### src/rtl/fetch_queue_if.sv
// Fetch queue bus: memory-side fetch handshake, decoder-side issue,
// ROB redirect and occupancy. The unit uses the master modport.
interface fetch_queue_if #(
    parameter int ADDR_WIDTH = 32,
    parameter int INST_WIDTH = 32,
    parameter int PTR_WIDTH  = 2
);
    logic                  rdy;
    logic                  if_output_pc;
    logic [ADDR_WIDTH-1:0] pc_to_getInst;
    logic                  if_gotInst;
    logic [INST_WIDTH-1:0] inst_mem;
    logic                  if_to_decoder;
    logic [INST_WIDTH-1:0] inst_decoder;
    logic [ADDR_WIDTH-1:0] pc_decoder;
    logic                  if_station_idle;
    logic                  if_jump;
    logic [ADDR_WIDTH-1:0] pc_to_jump;
    logic [PTR_WIDTH:0]    queue_count;

    modport master (
        input  rdy, if_gotInst, inst_mem, if_station_idle, if_jump, pc_to_jump,
        output if_output_pc, pc_to_getInst, if_to_decoder, inst_decoder,
               pc_decoder, queue_count
    );

    modport slave (
        output rdy, if_gotInst, inst_mem, if_station_idle, if_jump, pc_to_jump,
        input  if_output_pc, pc_to_getInst, if_to_decoder, inst_decoder,
               pc_decoder, queue_count
    );
endinterface

### src/rtl/fetch_queue_unit.sv
// Prefetching fetch stage: sequential fetches into a QUEUE_DEPTH-entry FIFO
// of {pc, inst}, issued to the decoder when the station is idle; ROB jumps
// flush the queue and redirect fetch.
// Optional macro FETCH_BYPASS_EN: issue straight from memory when the queue
// is empty and the station is idle (zero queue latency).
//
// state    | meaning
// ---------+-------------------------------------------------------------
// ST_IDLE  | no request outstanding; raise one when a slot is available
// ST_WAIT  | request outstanding, if_output_pc high until if_gotInst
// ST_FLUSH | one dead cycle after a jump that abandoned a request;
//          | a late if_gotInst for the old request is dropped here
module fetch_queue_unit #(
    parameter int ADDR_WIDTH  = 32,
    parameter int INST_WIDTH  = 32,
    parameter int QUEUE_DEPTH = 4,
    parameter int PTR_WIDTH   = 2,
    parameter logic [ADDR_WIDTH-1:0] RESET_PC = '0
) (
    input  logic           clk,
    input  logic           rst,
    fetch_queue_if.master  bus
);
    typedef enum logic [1:0] {ST_IDLE, ST_WAIT, ST_FLUSH} state_t;

    localparam logic [PTR_WIDTH:0] DEPTH_CNT = (PTR_WIDTH+1)'(QUEUE_DEPTH);

    state_t                state_q;
    logic [ADDR_WIDTH-1:0] pc_q;
    logic [PTR_WIDTH-1:0]  head_q;
    logic [PTR_WIDTH-1:0]  tail_q;
    logic [PTR_WIDTH:0]    count_q;
    logic [ADDR_WIDTH-1:0] pc_mem   [QUEUE_DEPTH];
    logic [INST_WIDTH-1:0] inst_mem [QUEUE_DEPTH];

    logic                  got_fetch;
    logic                  do_pop;
    logic                  do_push;
    logic                  do_bypass;
    logic [PTR_WIDTH:0]    count_next;
    logic                  has_space;

    assign bus.queue_count = count_q;

    // Queue movement for this cycle, ignoring jump (handled by priority below).
    always_comb begin
        got_fetch  = (state_q == ST_WAIT) && bus.if_gotInst;
        do_pop     = (count_q != '0) && bus.if_station_idle;
`ifdef FETCH_BYPASS_EN
        do_bypass  = got_fetch && (count_q == '0) && bus.if_station_idle;
`else
        do_bypass  = 1'b0;
`endif
        do_push    = got_fetch && !do_bypass;
        count_next = count_q + {{PTR_WIDTH{1'b0}}, do_push}
                             - {{PTR_WIDTH{1'b0}}, do_pop};
        // The reservation counts the slot freed by a same-cycle pop.
        has_space  = count_next < DEPTH_CNT;
    end

    // FIFO storage write; no reset needed, occupancy is tracked by count_q.
    always_ff @(posedge clk) begin
        if (!rst && bus.rdy && !bus.if_jump && do_push) begin
            pc_mem[tail_q]   <= pc_q;
            inst_mem[tail_q] <= bus.inst_mem;
        end
    end

    // Control FSM, pointers and registered outputs.
    always_ff @(posedge clk) begin
        if (rst) begin
            state_q           <= ST_IDLE;
            pc_q              <= RESET_PC;
            bus.pc_to_getInst <= RESET_PC;
            bus.if_output_pc  <= 1'b0;
            bus.if_to_decoder <= 1'b0;
            bus.inst_decoder  <= '0;
            bus.pc_decoder    <= '0;
            head_q            <= '0;
            tail_q            <= '0;
            count_q           <= '0;
        end else if (bus.rdy) begin
            if (bus.if_jump) begin
                head_q            <= '0;
                tail_q            <= '0;
                count_q           <= '0;
                bus.if_to_decoder <= 1'b0;
                pc_q              <= bus.pc_to_jump;
                bus.pc_to_getInst <= bus.pc_to_jump;
                bus.if_output_pc  <= 1'b0;
                // A response may still be in flight unless we were idle.
                state_q <= (state_q == ST_IDLE) ? ST_IDLE : ST_FLUSH;
            end else begin
                if (do_pop) begin
                    bus.if_to_decoder <= 1'b1;
                    bus.inst_decoder  <= inst_mem[head_q];
                    bus.pc_decoder    <= pc_mem[head_q];
                    head_q            <= head_q + PTR_WIDTH'(1);
                end else if (do_bypass) begin
                    bus.if_to_decoder <= 1'b1;
                    bus.inst_decoder  <= bus.inst_mem;
                    bus.pc_decoder    <= pc_q;
                end else begin
                    bus.if_to_decoder <= 1'b0;
                end

                if (do_push) begin
                    tail_q <= tail_q + PTR_WIDTH'(1);
                end
                count_q <= count_next;

                case (state_q)
                    ST_IDLE: begin
                        if (has_space) begin
                            bus.if_output_pc  <= 1'b1;
                            bus.pc_to_getInst <= pc_q;
                            state_q           <= ST_WAIT;
                        end
                    end
                    ST_WAIT: begin
                        if (bus.if_gotInst) begin
                            pc_q              <= pc_q + ADDR_WIDTH'(4);
                            bus.pc_to_getInst <= pc_q + ADDR_WIDTH'(4);
                            if (!has_space) begin
                                bus.if_output_pc <= 1'b0;
                                state_q          <= ST_IDLE;
                            end
                        end
                    end
                    ST_FLUSH: begin
                        bus.if_output_pc <= 1'b0;
                        state_q          <= ST_IDLE;
                    end
                    default: begin
                        bus.if_output_pc <= 1'b0;
                        state_q          <= ST_IDLE;
                    end
                endcase
            end
        end
    end
endmodule
### src/flat_wrapper.sv
// flat-port wrapper written by rule: the top's interface ports become plain ports
module fetch_queue_unit_flat 
#(
    parameter int ADDR_WIDTH  = 32,
    parameter int INST_WIDTH  = 32,
    parameter int QUEUE_DEPTH = 4,
    parameter int PTR_WIDTH   = 2,
    parameter logic [ADDR_WIDTH-1:0] RESET_PC = '0
)
  (clk, rst, bus_rdy, bus_if_gotInst, bus_inst_mem, bus_if_station_idle, bus_if_jump, bus_pc_to_jump, bus_if_output_pc, bus_pc_to_getInst, bus_if_to_decoder, bus_inst_decoder, bus_pc_decoder, bus_queue_count);
  fetch_queue_if #(.ADDR_WIDTH(ADDR_WIDTH), .INST_WIDTH(INST_WIDTH), .PTR_WIDTH(PTR_WIDTH)) bus_i ();
  input  logic clk;
  input  logic rst;
  input wire logic [$bits(bus_i.rdy)-1:0] bus_rdy;
  input wire logic [$bits(bus_i.if_gotInst)-1:0] bus_if_gotInst;
  input wire logic [$bits(bus_i.inst_mem)-1:0] bus_inst_mem;
  input wire logic [$bits(bus_i.if_station_idle)-1:0] bus_if_station_idle;
  input wire logic [$bits(bus_i.if_jump)-1:0] bus_if_jump;
  input wire logic [$bits(bus_i.pc_to_jump)-1:0] bus_pc_to_jump;
  output wire logic [$bits(bus_i.if_output_pc)-1:0] bus_if_output_pc;
  output wire logic [$bits(bus_i.pc_to_getInst)-1:0] bus_pc_to_getInst;
  output wire logic [$bits(bus_i.if_to_decoder)-1:0] bus_if_to_decoder;
  output wire logic [$bits(bus_i.inst_decoder)-1:0] bus_inst_decoder;
  output wire logic [$bits(bus_i.pc_decoder)-1:0] bus_pc_decoder;
  output wire logic [$bits(bus_i.queue_count)-1:0] bus_queue_count;
  assign bus_i.rdy = bus_rdy;
  assign bus_i.if_gotInst = bus_if_gotInst;
  assign bus_i.inst_mem = bus_inst_mem;
  assign bus_i.if_station_idle = bus_if_station_idle;
  assign bus_i.if_jump = bus_if_jump;
  assign bus_i.pc_to_jump = bus_pc_to_jump;
  assign bus_if_output_pc = bus_i.if_output_pc;
  assign bus_pc_to_getInst = bus_i.pc_to_getInst;
  assign bus_if_to_decoder = bus_i.if_to_decoder;
  assign bus_inst_decoder = bus_i.inst_decoder;
  assign bus_pc_decoder = bus_i.pc_decoder;
  assign bus_queue_count = bus_i.queue_count;
  fetch_queue_unit #(.ADDR_WIDTH(ADDR_WIDTH), .INST_WIDTH(INST_WIDTH), .QUEUE_DEPTH(QUEUE_DEPTH), .PTR_WIDTH(PTR_WIDTH), .RESET_PC(RESET_PC)) u_core (.clk(clk), .rst(rst), .bus(bus_i));
endmodule
### config.mk
export PLATFORM = sky130hd
export DESIGN_NAME = fetch_queue_unit_flat
export DESIGN_NICKNAME = d
export VERILOG_FILES = /design/src/rtl/fetch_queue_if.sv /design/src/rtl/fetch_queue_unit.sv /design/src/flat_wrapper.sv
export SDC_FILE = /design/constraint.sdc
export NUM_CORES = 1
export LEC_CHECK = 0
export ABC_AREA = 1
export CELL_PAD_IN_SITES_DETAIL_PLACEMENT = 0
export CELL_PAD_IN_SITES_GLOBAL_PLACEMENT = 2
export CORE_MARGIN = 2
export CORE_UTILIZATION = 33
export DETAILED_ROUTE_END_ITERATION = 7
export GPL_ROUTABILITY_DRIVEN = 0
export PLACE_DENSITY_LB_ADDON = 0.1
export REMOVE_ABC_BUFFERS = 1
export SETUP_SLACK_MARGIN = 0.1
export SLEW_MARGIN = 20
export SYNTH_ARGS = -nofsm -noshare
export SYNTH_HDL_FRONTEND = slang
export SYNTH_SLANG_ARGS = --single-unit
### constraint.sdc
create_clock -name clk -period 4.95 [get_ports clk]
set_clock_uncertainty 0.05 [all_clocks]
set_input_delay 0.99 -clock clk [delete_from_list [all_inputs] [get_ports clk]]
set_output_delay 0.99 -clock clk [all_outputs]
set_load 0.01 [all_outputs]
==> results.py, run 1 <==
metrics = {
    "synthesis": {
        "yosysWarnings": 0,
        "synthArstFlopShare_pct": 0,
        "synth_edf_count": 256,
        "ys_seq_area_share_pct": 64.0,
        "syn_avg_cell_area_um2": 9.89,
        "synthesis.instances": 1652,
        "synthesis.area_mm2": 0.0163,
        "synth-seq-cells": 394,
        "ys.flop_type": "edfxtp_1",
        "synth.distinct_cells": 39,
    },
    "sta": {
        "worst_slew_pin_slew_ns": 1.02,
        "setup-violations-final": 0,
        "hold_violations": 0,
        "final-max-slew-violation-count": 0,
        "setup_tns_ns": 0,
        "max_freq_ghz": 0.283,
        "timing.final.crit_share_pct": 71.4,
        "max_slew_margin_pct": 32.3,
        "period_needed_ns": 3.53,
        "rsz0062_at_grt": "false",
    },
    "setup_path": {
        "path_cells": "clkdlybuf4s50_1 > inv_1 > a31oi_4 > ha_1 > inv_1 > ha_1 > inv_1 > fa_1 > nand3b_1 > nand3_1 > nand3_4 > nand2_1 > nand2_1 > a21oi_1",
        "rrSetupSlack_ns": 1.75,
        "max_stage_delay_ns": 0.53,
        "cp_max_fo": 60,
        "path_delay_family": "simple AND/OR/NAND/NOR gates",
        "start_kind": "primary input",
        "crit_start": "bus_if_station_idle",
        "end_kind": "flop",
        "rr_endpoint": "u_core.bus.pc_to_getInst[24]$_SDFFE_PP0P_",
        "criticalPathCategory": "primary input to flop",
        "path_depth": 14,
        "critical_path.endpoint": "u_core.bus.pc_to_getInst[24]$_SDFFE_PP0P_",
        "rr_worst_depth": 13,
        "critPathArrivalTime_ns": 3.98,
        "r2r-start": "u_core.bus.queue_count[1]$_SDFFE_PP0P_",
        "crit_path_top_delay_cell": "nand3_4",
        "worstPathRequired_ns": 5.39,
        "crit_buf_inv": 4,
        "crit_path_frequent_cell": "inv_1",
    },
    "pwr": {
        "cellLeakagePower_nw": 7.00,
        "power.density_mw_per_mm2": 378,
        "irDropWorstVdd_mv": 0.208,
    },
    "placed_design": {
        "port_buffers": 170,
        "place_hpwl_um": 26200,
        "dp.cells": 2408,
    },
    "min_path": {
        "hp-start": "u_core.bus.inst_decoder[23]$_SDFFE_PP0P_",
        "hp-class": "flop to flop",
    },
    "detailed_routing": {
        "wl_per_cell_um": 18.3,
        "drt_wl_total_um": 45500,
        "drc": 0,
        "vias": 12000,
        "ant_nets": 0,
        "drt_iter0_drc": 596,
        "viasPerCell": 4.81,
        "first_pass_iters": 5,
    },
    "cells_and_area": {
        "multi_input_area_mm2": 0.00512,
        "finalNonFillerCells": 2492,
        "nFillCells": 4790,
        "drive_gt1_share_pct": 7.49,
        "fin_nets": 1870,
        "area.growth.synth_to_final_pct": 24.0,
        "layout_common_cells": "nand2_1 (371), edfxtp_1 (256), nor2_1 (196)",
        "diodes": 0,
        "seq_area_mm2": 0.0105,
        "final_common_cell": "nand2_1",
    },
    "floorplanning": {
        "io_pins": 171,
        "rows": 81,
        "die_x_um": 226,
        "die_h_um": 226,
        "dieArea_mm2": 0.0513,
        "coreArea_mm2": 0.0490,
        "start_util_pct": 33.4,
    },
    "flow_run": {
        "drv_cap": 0,
    },
    "clocking": {
        "cts.htree.levels": 2,
        "clkLatencyLatePin_ns": 0.57,
        "cts_num_sinks": 394,
        "ctsHoldBuffers": 0,
        "cts_setup_buffers": 0,
        "numCtsBuffers": 46,
        "clockBufferDepth": 3,
        "cts_resized": 0,
        "cts_tree": "done",
        "path_clk_slew_ns": 0.06,
        "root_buffer": "clkbuf_16",
    },
    "global_route": {
        "track_usage_pct": 17.9,
        "grt_pass1_wl_um": 69800,
        "antenna_found_initial": 1,
        "grt_pass1_vias": 11800,
        "grt_max_degree": 98,
        "overflow": 0,
    },
    "outcome": {
        "outcome": "completed",
    },
}
==> sequential cells by signal, indices dropped and copies added (netlist names) <==
register,count
u_core.bus.queue_count,3
u_core.head_q,2
u_core.state_q,2
u_core.tail_q,2
u_core.bus.inst_decoder,32
u_core.bus.if_to_decoder,1
u_core.bus.pc_decoder,32
u_core.pc_q,32
u_core.inst_mem,128
u_core.bus.pc_to_getInst,32
u_core.pc_mem,128
==> where the power goes <==
part,internal [mW],total [mW],switching [mW],leakage [nW]
clock,2.23,3.59,1.36,0.773
combinational,0.176,0.420,0.245,2.76
sequential,3.56,3.64,0.0825,3.47
==> synthesized netlist by cell type, types with 4 or more instances <==
cell type	number	area share, %
o22ai_1	64	2.5
nand2_1	371	8.5
buf_4	9	0.41
xor2_1	10	0.54
nand3_1	48	1.5
a31oi_1	7	0.27
buf_2	33	1.0
nor2_4	10	0.69
inv_2	6	0.14
edfxtp_1	256	47
ha_1	7	0.54
clkbuf_1	46	1.1
inv_1	76	1.7
nand2_2	9	0.34
xor2_2	4	0.40
o21ai_0	180	5.5
nor2_1	200	4.6
buf_6	6	0.41
dfxtp_1	138	17
a21oi_1	144	4.4
==> worst reg2reg max path: stages (launching register included) <==
cell and delay (ns):
dfxtp_1 0.43, inv_1 0.12, a31oi_4 0.26, ha_1 0.27, inv_1 0.06, ha_1 0.13, inv_1 0.04, fa_1 0.37
nand3b_1 0.21, nand3_1 0.17, nand3_4 0.53, nand2_1 0.26, nand2_1 0.07, a21oi_1 0.15
==> worst min path at each step <==
stage	endpoint	depth (start not counted)
6_report	u_core.bus.inst_decoder[23]$_SDFFE_PP0P_	2
5_1_grt	u_core.bus.pc_decoder[21]$_SDFFE_PP0P_	2
4_1_cts	u_core.bus.pc_decoder[21]$_SDFFE_PP0P_	2
3_5_place_dp	u_core.bus.pc_decoder[21]$_SDFFE_PP0P_	2
3_3_place_gp	u_core.bus.inst_decoder[22]$_SDFFE_PP0P_	2
2_1_floorplan	u_core.tail_q[0]$_SDFFE_PP0P_	1
==> metrics by stage <==
stage / power (mW) / hold WS [ns] / utilization [%] / setup WS [ns] / area (µm²)
finish: 7.65 / 0.410 / 41.4 / 1.42 / 20300
global route: 7.95 / 0.429 / 41.4 / 1.11 / 20300
CTS: 7.77 / 0.414 / 41.4 / 1.39 / 20300
detailed placement: 4.14 / 0.405 / 38.1 / 0.790 / 18700
global placement: 4.13 / 0.402 / 38.1 / 0.909 / 18700
floorplan: 3.88 / 0.413 / - / -0.0175 / 15800
==> layout make-up <==
class                      count  area share (%)
multi-input combinational   1077            25.3
clock inverter                22            1.59
clock buffer                  62            6.33
sequential                   394            51.6
timing repair buffer         190            9.54
inverter                      83            1.55
tap                          664            4.10
==> kinds of logic after synthesis <==
family | count (synthesis) | share of synthesized area [%]
simple gates | 652 | 16.4
compound gates | 402 | 13.1
flops | 394 | 64.0
buf+inv | 181 | 4.90
xor+xnor | 15 | 0.988
fa+ha+maj | 8 | 0.659
==> metal layers <==
layer	GRT usage, %	vias to the layer above	routed length, µm
li1	-	5940	-
met1	24.0	5767	21300
met2	29.8	207	21400
met3	3.50	61	1900
met4	4.44	2	907
met5	0	-	19
(Power assumes the default switching activity.)
==> run 2, diff against run 1 <==
- clock period: 4.95 -> 3 ns (I/O delays scaled with it)
==> results.py, run 2 (synthesis gave the netlist of run 1 again) <==
metrics = {
    "pwr": {
        "seq_power_share_pct": 49.0,
        "comb_power_share_pct": 5.8,
        "p_sw_mw": 2.79,
        "cellInternalPower_mw": 9.49,
        "clockPowerShare_pct": 45.2,
        "irDropWorstVdd_mv": 0.374,
        "cellLeakagePower_nw": 7.08,
        "power.density_mw_per_mm2": 602,
        "switching_share_pct": 22.7,
    },
    "detailed_routing": {
        "drt_iter0_drc": 721,
        "wl_met3_um": 1730,
        "ant_nets": 0,
        "top_layer_used": "met4",
        "first_pass_iters": 5,
        "drt_wl_total_um": 46000,
        "wl_per_cell_um": 18.3,
        "drt-met1-wl_um": 21500,
        "viasPerCell": 4.81,
        "drc": 0,
        "wl_met2_um": 22000,
        "vias": 12100,
    },
    "clocking": {
        "clockBufferDepth": 3,
        "path_clk_slew_ns": 0.06,
        "cts_setup_buffers": 0,
        "numCtsBuffers": 45,
        "cts_tree": "done",
        "cts.htree.levels": 2,
        "root_buffer": "clkbuf_16",
        "cts_resized": 0,
        "ctsHoldBuffers": 0,
        "cts_num_sinks": 394,
        "clkLatencyLatePin_ns": 0.58,
    },
    "setup_path": {
        "crit_path_frequent_cell": "inv_1",
        "crit_path_top_delay_cell": "dfxtp_1",
        "cp_max_fo": 18,
        "critPathArrivalTime_ns": 3.13,
        "path_cells": "inv_1 > a31oi_4 > ha_1 > inv_1 > ha_1 > inv_1 > fa_1 > nand3b_1 > nand3_1 > nand3_4 > buf_4 > nand2_1 > nand2_1 > a21oi_1",
        "crit_start": "u_core.bus.queue_count[1]$_SDFFE_PP0P_",
        "r2r-start": "u_core.bus.queue_count[1]$_SDFFE_PP0P_",
        "start_kind": "flop",
        "worstPathRequired_ns": 3.45,
        "criticalPathCategory": "flop to flop",
        "max_stage_delay_ns": 0.42,
        "end_kind": "flop",
    },
    "sta": {
        "period_needed_ns": 2.68,
        "hold_violations": 0,
        "final-max-slew-violation-count": 0,
        "max_slew_margin_pct": 44.4,
        "setup-violations-final": 0,
        "rsz0062_at_grt": "false",
        "worst_slew_pin_slew_ns": 0.834,
        "hold_ws_ns": 0.411,
        "timing.final.crit_share_pct": 89.4,
        "max_freq_ghz": 0.373,
        "setup_tns_ns": 0,
    },
    "cells_and_area": {
        "post-route-util_pct": 41.6,
        "finalNonFillerCells": 2511,
        "top_regs": "u_core.inst_mem: 128 flops, u_core.pc_mem: 128 flops",
        "nFillCells": 4822,
        "fin_nets": 1888,
        "layout_common_cells": "nand2_1 (371), edfxtp_1 (256), nor2_1 (196)",
        "seq_area_mm2": 0.0105,
        "drive_gt1_share_pct": 8.39,
        "multi_input_area_mm2": 0.00512,
        "final_common_cell": "nand2_1",
        "diodes": 0,
        "area.growth.synth_to_final_pct": 24.7,
    },
    "floorplanning": {
        "io_pins": 171,
        "die_x_um": 226,
        "dieArea_mm2": 0.0513,
        "start_util_pct": 33.4,
        "rows": 81,
        "coreArea_mm2": 0.0490,
        "die_h_um": 226,
    },
    "min_path": {
        "hp-start": "u_core.bus.inst_decoder[23]$_SDFFE_PP0P_",
        "hp-class": "flop to flop",
    },
    "global_route": {
        "antenna_found_initial": 0,
        "overflow": 0,
        "track_usage_pct": 17.9,
        "grt_max_degree": 130,
        "grt_pass1_wl_um": 69900,
        "grt_pass1_vias": 11900,
    },
    "placed_design": {
        "port_buffers": 170,
        "place_hpwl_um": 27100,
        "dp.cells": 2427,
    },
    "outcome": {
        "outcome": "completed",
    },
    "flow_run": {
        "drv_cap": 0,
    },
}
## run 2: changes by cell type in the layout (fill, tap and decap cells not counted), moves of 2 or more
cell | previous run | this run
clkinv_2 | 3 | 7
inv_6 | 2 | 0
clkinvlp_4 | 3 | 1
bufinv_16 | 8 | 3
clkbuf_8 | 5 | 9
buf_12 | 7 | 13
buf_4 | 14 | 27
## run 2: power by group through the flow
stage | registers, mW | clock network (mW) | logic [mW]
floorplan | 6.09 | 0 | 0.306
global placement | 6.12 | 0 | 0.716
detailed placement | 6.12 | 0 | 0.720
CTS | 6.01 | 5.73 | 0.726
global route | 6.02 | 5.92 | 0.794
finish | 6.01 | 5.55 | 0.714
## run 2: area by class of cell
| class | instances | area share, % |
|---|---|---|
| Clock inverter | 18 | 0.921 |
| Clock buffer | 66 | 6.46 |
| Tap cell | 664 | 4.08 |
| Multi-Input combinational cell | 1077 | 25.1 |
| Inverter | 83 | 1.54 |
| Sequential cell | 394 | 51.3 |
| Timing Repair Buffer | 209 | 10.6 |
## run 2: final timing paths
check	to	cells past startpoint	slack, ns
setup / recovery	u_core.bus.pc_to_getInst[27]$_SDFFE_PP0P_	14	0.32
hold / removal	u_core.bus.inst_decoder[23]$_SDFFE_PP0P_	2	0.41
setup reg to reg	u_core.bus.pc_to_getInst[27]$_SDFFE_PP0P_	14	0.32
hold reg to reg	u_core.bus.inst_decoder[23]$_SDFFE_PP0P_	2	0.41
## run 2: routing by layer
| layer | up-vias | GRT usage, % |
|---|---|---|
| met2 | 230 | 30.2 |
| li1 | 5962 | - |
| met4 | 0 | 4.88 |
| met5 | - | 0 |
| met3 | 54 | 2.46 |
| met1 | 5839 | 24.2 |
## run 2: worst max-delay path, delay by kind of cell (launching register included)
kind                       cells  cell delay (ns)
AOI/OAI and AO/OA              2             0.35
and+or+nand+nor                5             0.57
DFF                            1             0.42
buffers and inverters          4             0.44
adders and majority gates      3             0.76
## run 2: stage by stage
| step | total power, mW | worst slack [ns] | instance area [µm²] |
|---|---|---|---|
| final | 12.3 | 0.317 | 20400 |
| after global routing | 12.7 | 0.140 | 20400 |
| after CTS | 12.5 | 0.316 | 20400 |
| after detailed placement | 6.84 | -0.199 | 18900 |
| after global placement | 6.84 | -0.140 | 18900 |
| after floorplan | 6.40 | -1.58 | 15800 |
==> run 3, diff against run 2 <==
- CORE_UTILIZATION: 33 -> 34
- CTS_BUF_LIST: default -> sky130_fd_sc_hd__clkbuf_4
- PLACE_DENSITY_LB_ADDON: 0.1 -> 0.2
==> results.py, run 3 (synthesis gave the netlist of run 1 again) <==
metrics = {
    "setup_path": {
        "worstPathRequired_ns": 3.65,
        "rr_endpoint": "u_core.bus.pc_to_getInst[22]$_SDFFE_PP0P_",
        "path_cells": "inv_1 > a31oi_4 > ha_1 > inv_1 > ha_1 > inv_1 > fa_1 > nand3b_1 > nand3_1 > nand3_4 > buf_12 > nand2_1 > nand2_1 > a21oi_1",
        "r2r-start": "u_core.bus.queue_count[1]$_SDFFE_PP0P_",
        "crit_buf_inv": 4,
        "crit_start": "u_core.bus.queue_count[1]$_SDFFE_PP0P_",
        "end_kind": "flop",
        "criticalPathCategory": "flop to flop",
        "max_stage_delay_ns": 0.42,
        "rr_worst_depth": 14,
        "rrSetupSlack_ns": 0.33,
        "cp_max_fo": 39,
        "start_kind": "flop",
        "critPathArrivalTime_ns": 3.32,
        "crit_path_top_delay_cell": "dfxtp_1",
        "crit_path_frequent_cell": "inv_1",
        "path_delay_family": "adder cells",
    },
    "detailed_routing": {
        "first_pass_iters": 5,
        "drt-met1-wl_um": 21000,
        "drt_iter0_drc": 639,
        "vias": 12500,
        "ant_nets": 0,
        "wl_met2_um": 21400,
        "drc": 0,
        "drt_wl_total_um": 45200,
        "wl_per_cell_um": 17.6,
        "top_layer_used": "met4",
        "wl_met3_um": 1990,
        "viasPerCell": 4.85,
    },
    "floorplanning": {
        "die_h_um": 223,
        "io_pins": 171,
        "dieArea_mm2": 0.0498,
        "start_util_pct": 34.4,
        "coreArea_mm2": 0.0475,
        "rows": 80,
        "die_x_um": 223,
    },
    "pwr": {
        "irDropWorstVdd_mv": 0.197,
        "power.density_mw_per_mm2": 563,
        "cellInternalPower_mw": 8.67,
        "comb_power_share_pct": 6.3,
        "p_sw_mw": 2.72,
        "cellLeakagePower_nw": 7.18,
        "seq_power_share_pct": 52.7,
        "clockPowerShare_pct": 41.0,
        "switching_share_pct": 23.9,
    },
    "flow_run": {
        "drv_cap": 0,
    },
    "placed_design": {
        "postPlaceCellArea_mm2": 0.0189,
        "port_buffers": 170,
        "place_hpwl_um": 26900,
    },
    "clocking": {
        "root_buffer": "clkbuf_4",
        "cts_num_sinks": 394,
        "cts_setup_buffers": 0,
        "clkLatencyLatePin_ns": 0.79,
        "numCtsBuffers": 103,
        "ctsHoldBuffers": 0,
        "cts_tree": "done",
        "path_clk_slew_ns": 0.07,
        "cts_resized": 0,
        "cts.htree.levels": 3,
        "clockBufferDepth": 3,
    },
    "cells_and_area": {
        "area.growth.synth_to_final_pct": 23.9,
        "layout_common_cells": "nand2_1 (371), edfxtp_1 (256), nor2_1 (196)",
        "fin_area_mm2": 0.0202,
        "drive_gt1_share_pct": 13.0,
        "fin_nets": 1948,
        "seq_area_mm2": 0.0105,
        "final_common_cell": "nand2_1",
        "nFillCells": 4703,
        "multi_input_area_mm2": 0.00511,
        "top_regs": "u_core.inst_mem: 128 flops, u_core.pc_mem: 128 flops",
    },
    "sta": {
        "period_needed_ns": 2.67,
        "worst_slew_pin_slew_ns": 0.848,
        "setup_tns_ns": 0,
        "final-max-slew-violation-count": 0,
        "hold_ws_ns": 0.230,
        "max_freq_ghz": 0.375,
        "timing.final.crit_share_pct": 88.9,
        "max_slew_margin_pct": 43.4,
        "hold_violations": 0,
        "setup-violations-final": 0,
        "rsz0062_at_grt": "false",
    },
    "min_path": {
        "hold_depth": 4,
        "hp-start": "bus_if_jump",
        "hp-class": "primary input to flop",
        "hold_end": "u_core.bus.queue_count[2]$_SDFFE_PP0P_",
    },
    "global_route": {
        "grt_pass1_vias": 12300,
        "grt_pass1_wl_um": 69600,
        "overflow": 0,
        "grt_max_degree": 130,
        "antenna_found_initial": 1,
        "track_usage_pct": 18.3,
    },
    "outcome": {
        "outcome": "completed",
    },
}
## run 3: worst max-delay path by stage
| stage | to | slack [ns] | cells past startpoint |
|---|---|---|---|
| 3_5_place_dp | u_core.bus.pc_to_getInst[22]$_SDFFE_PP0P_ | -0.21 | 15 |
| 5_1_grt | u_core.bus.pc_to_getInst[20]$_SDFFE_PP0P_ | 0.11 | 14 |
| 3_3_place_gp | u_core.bus.pc_to_getInst[26]$_SDFFE_PP0P_ | -0.13 | 15 |
| 2_1_floorplan | u_core.inst_mem[0][0]$_DFFE_PP_ | -1.58 | 3 |
| 6_report | u_core.bus.pc_to_getInst[22]$_SDFFE_PP0P_ | 0.33 | 14 |
| 4_1_cts | u_core.bus.pc_to_getInst[22]$_SDFFE_PP0P_ | 0.31 | 14 |
## run 3: area by class of cell
class | count | area share (%)
Clock buffer | 159 | 5.90
Antenna cell | 1 | 0.0124
Clock inverter | 33 | 0.760
Tap cell | 615 | 3.80
Sequential cell | 394 | 51.7
Timing Repair Buffer | 211 | 11.1
Inverter | 83 | 1.55
Multi-Input combinational cell | 1077 | 25.3
## run 3: tightest hold or removal path: cells and delay by family
family / cells / cell delay [ns]
compound gates: 1 / 0.05
buf+inv: 1 / 0.21
simple gates: 2 / 0.15
## run 3: metal layers
metal  vias to the layer above  global-route usage (%)
met2                       294                    29.9
met5                         -                       0
met1                      5964                    24.1
li1                       6168                       -
met3                        64                    3.41
met4                         0                    6.75
## run 3: power by group through the flow
stage	Sequential, mW	Combinational (mW)	Clock, mW
CTS	6.00	0.724	4.87
finish	6.01	0.713	4.67
global placement	6.12	0.714	0
detailed placement	6.12	0.719	0
floorplan	6.09	0.306	0
global route	6.02	0.795	5.16
## run 3: metrics by stage
| step | setup slack [ns] | power [mW] | cells | utilization (%) |
|---|---|---|---|---|
| 2_1_floorplan | -1.58 | 6.40 | 1554 | - |
| 3_3_place_gp | -0.135 | 6.84 | 2380 | 39.7 |
| 3_5_place_dp | -0.210 | 6.84 | 2380 | 39.7 |
| 4_1_cts | 0.311 | 11.6 | 2572 | 42.6 |
| 5_1_grt | 0.109 | 12.0 | 2573 | 42.6 |
| 6_report | 0.333 | 11.4 | 2573 | 42.6 |
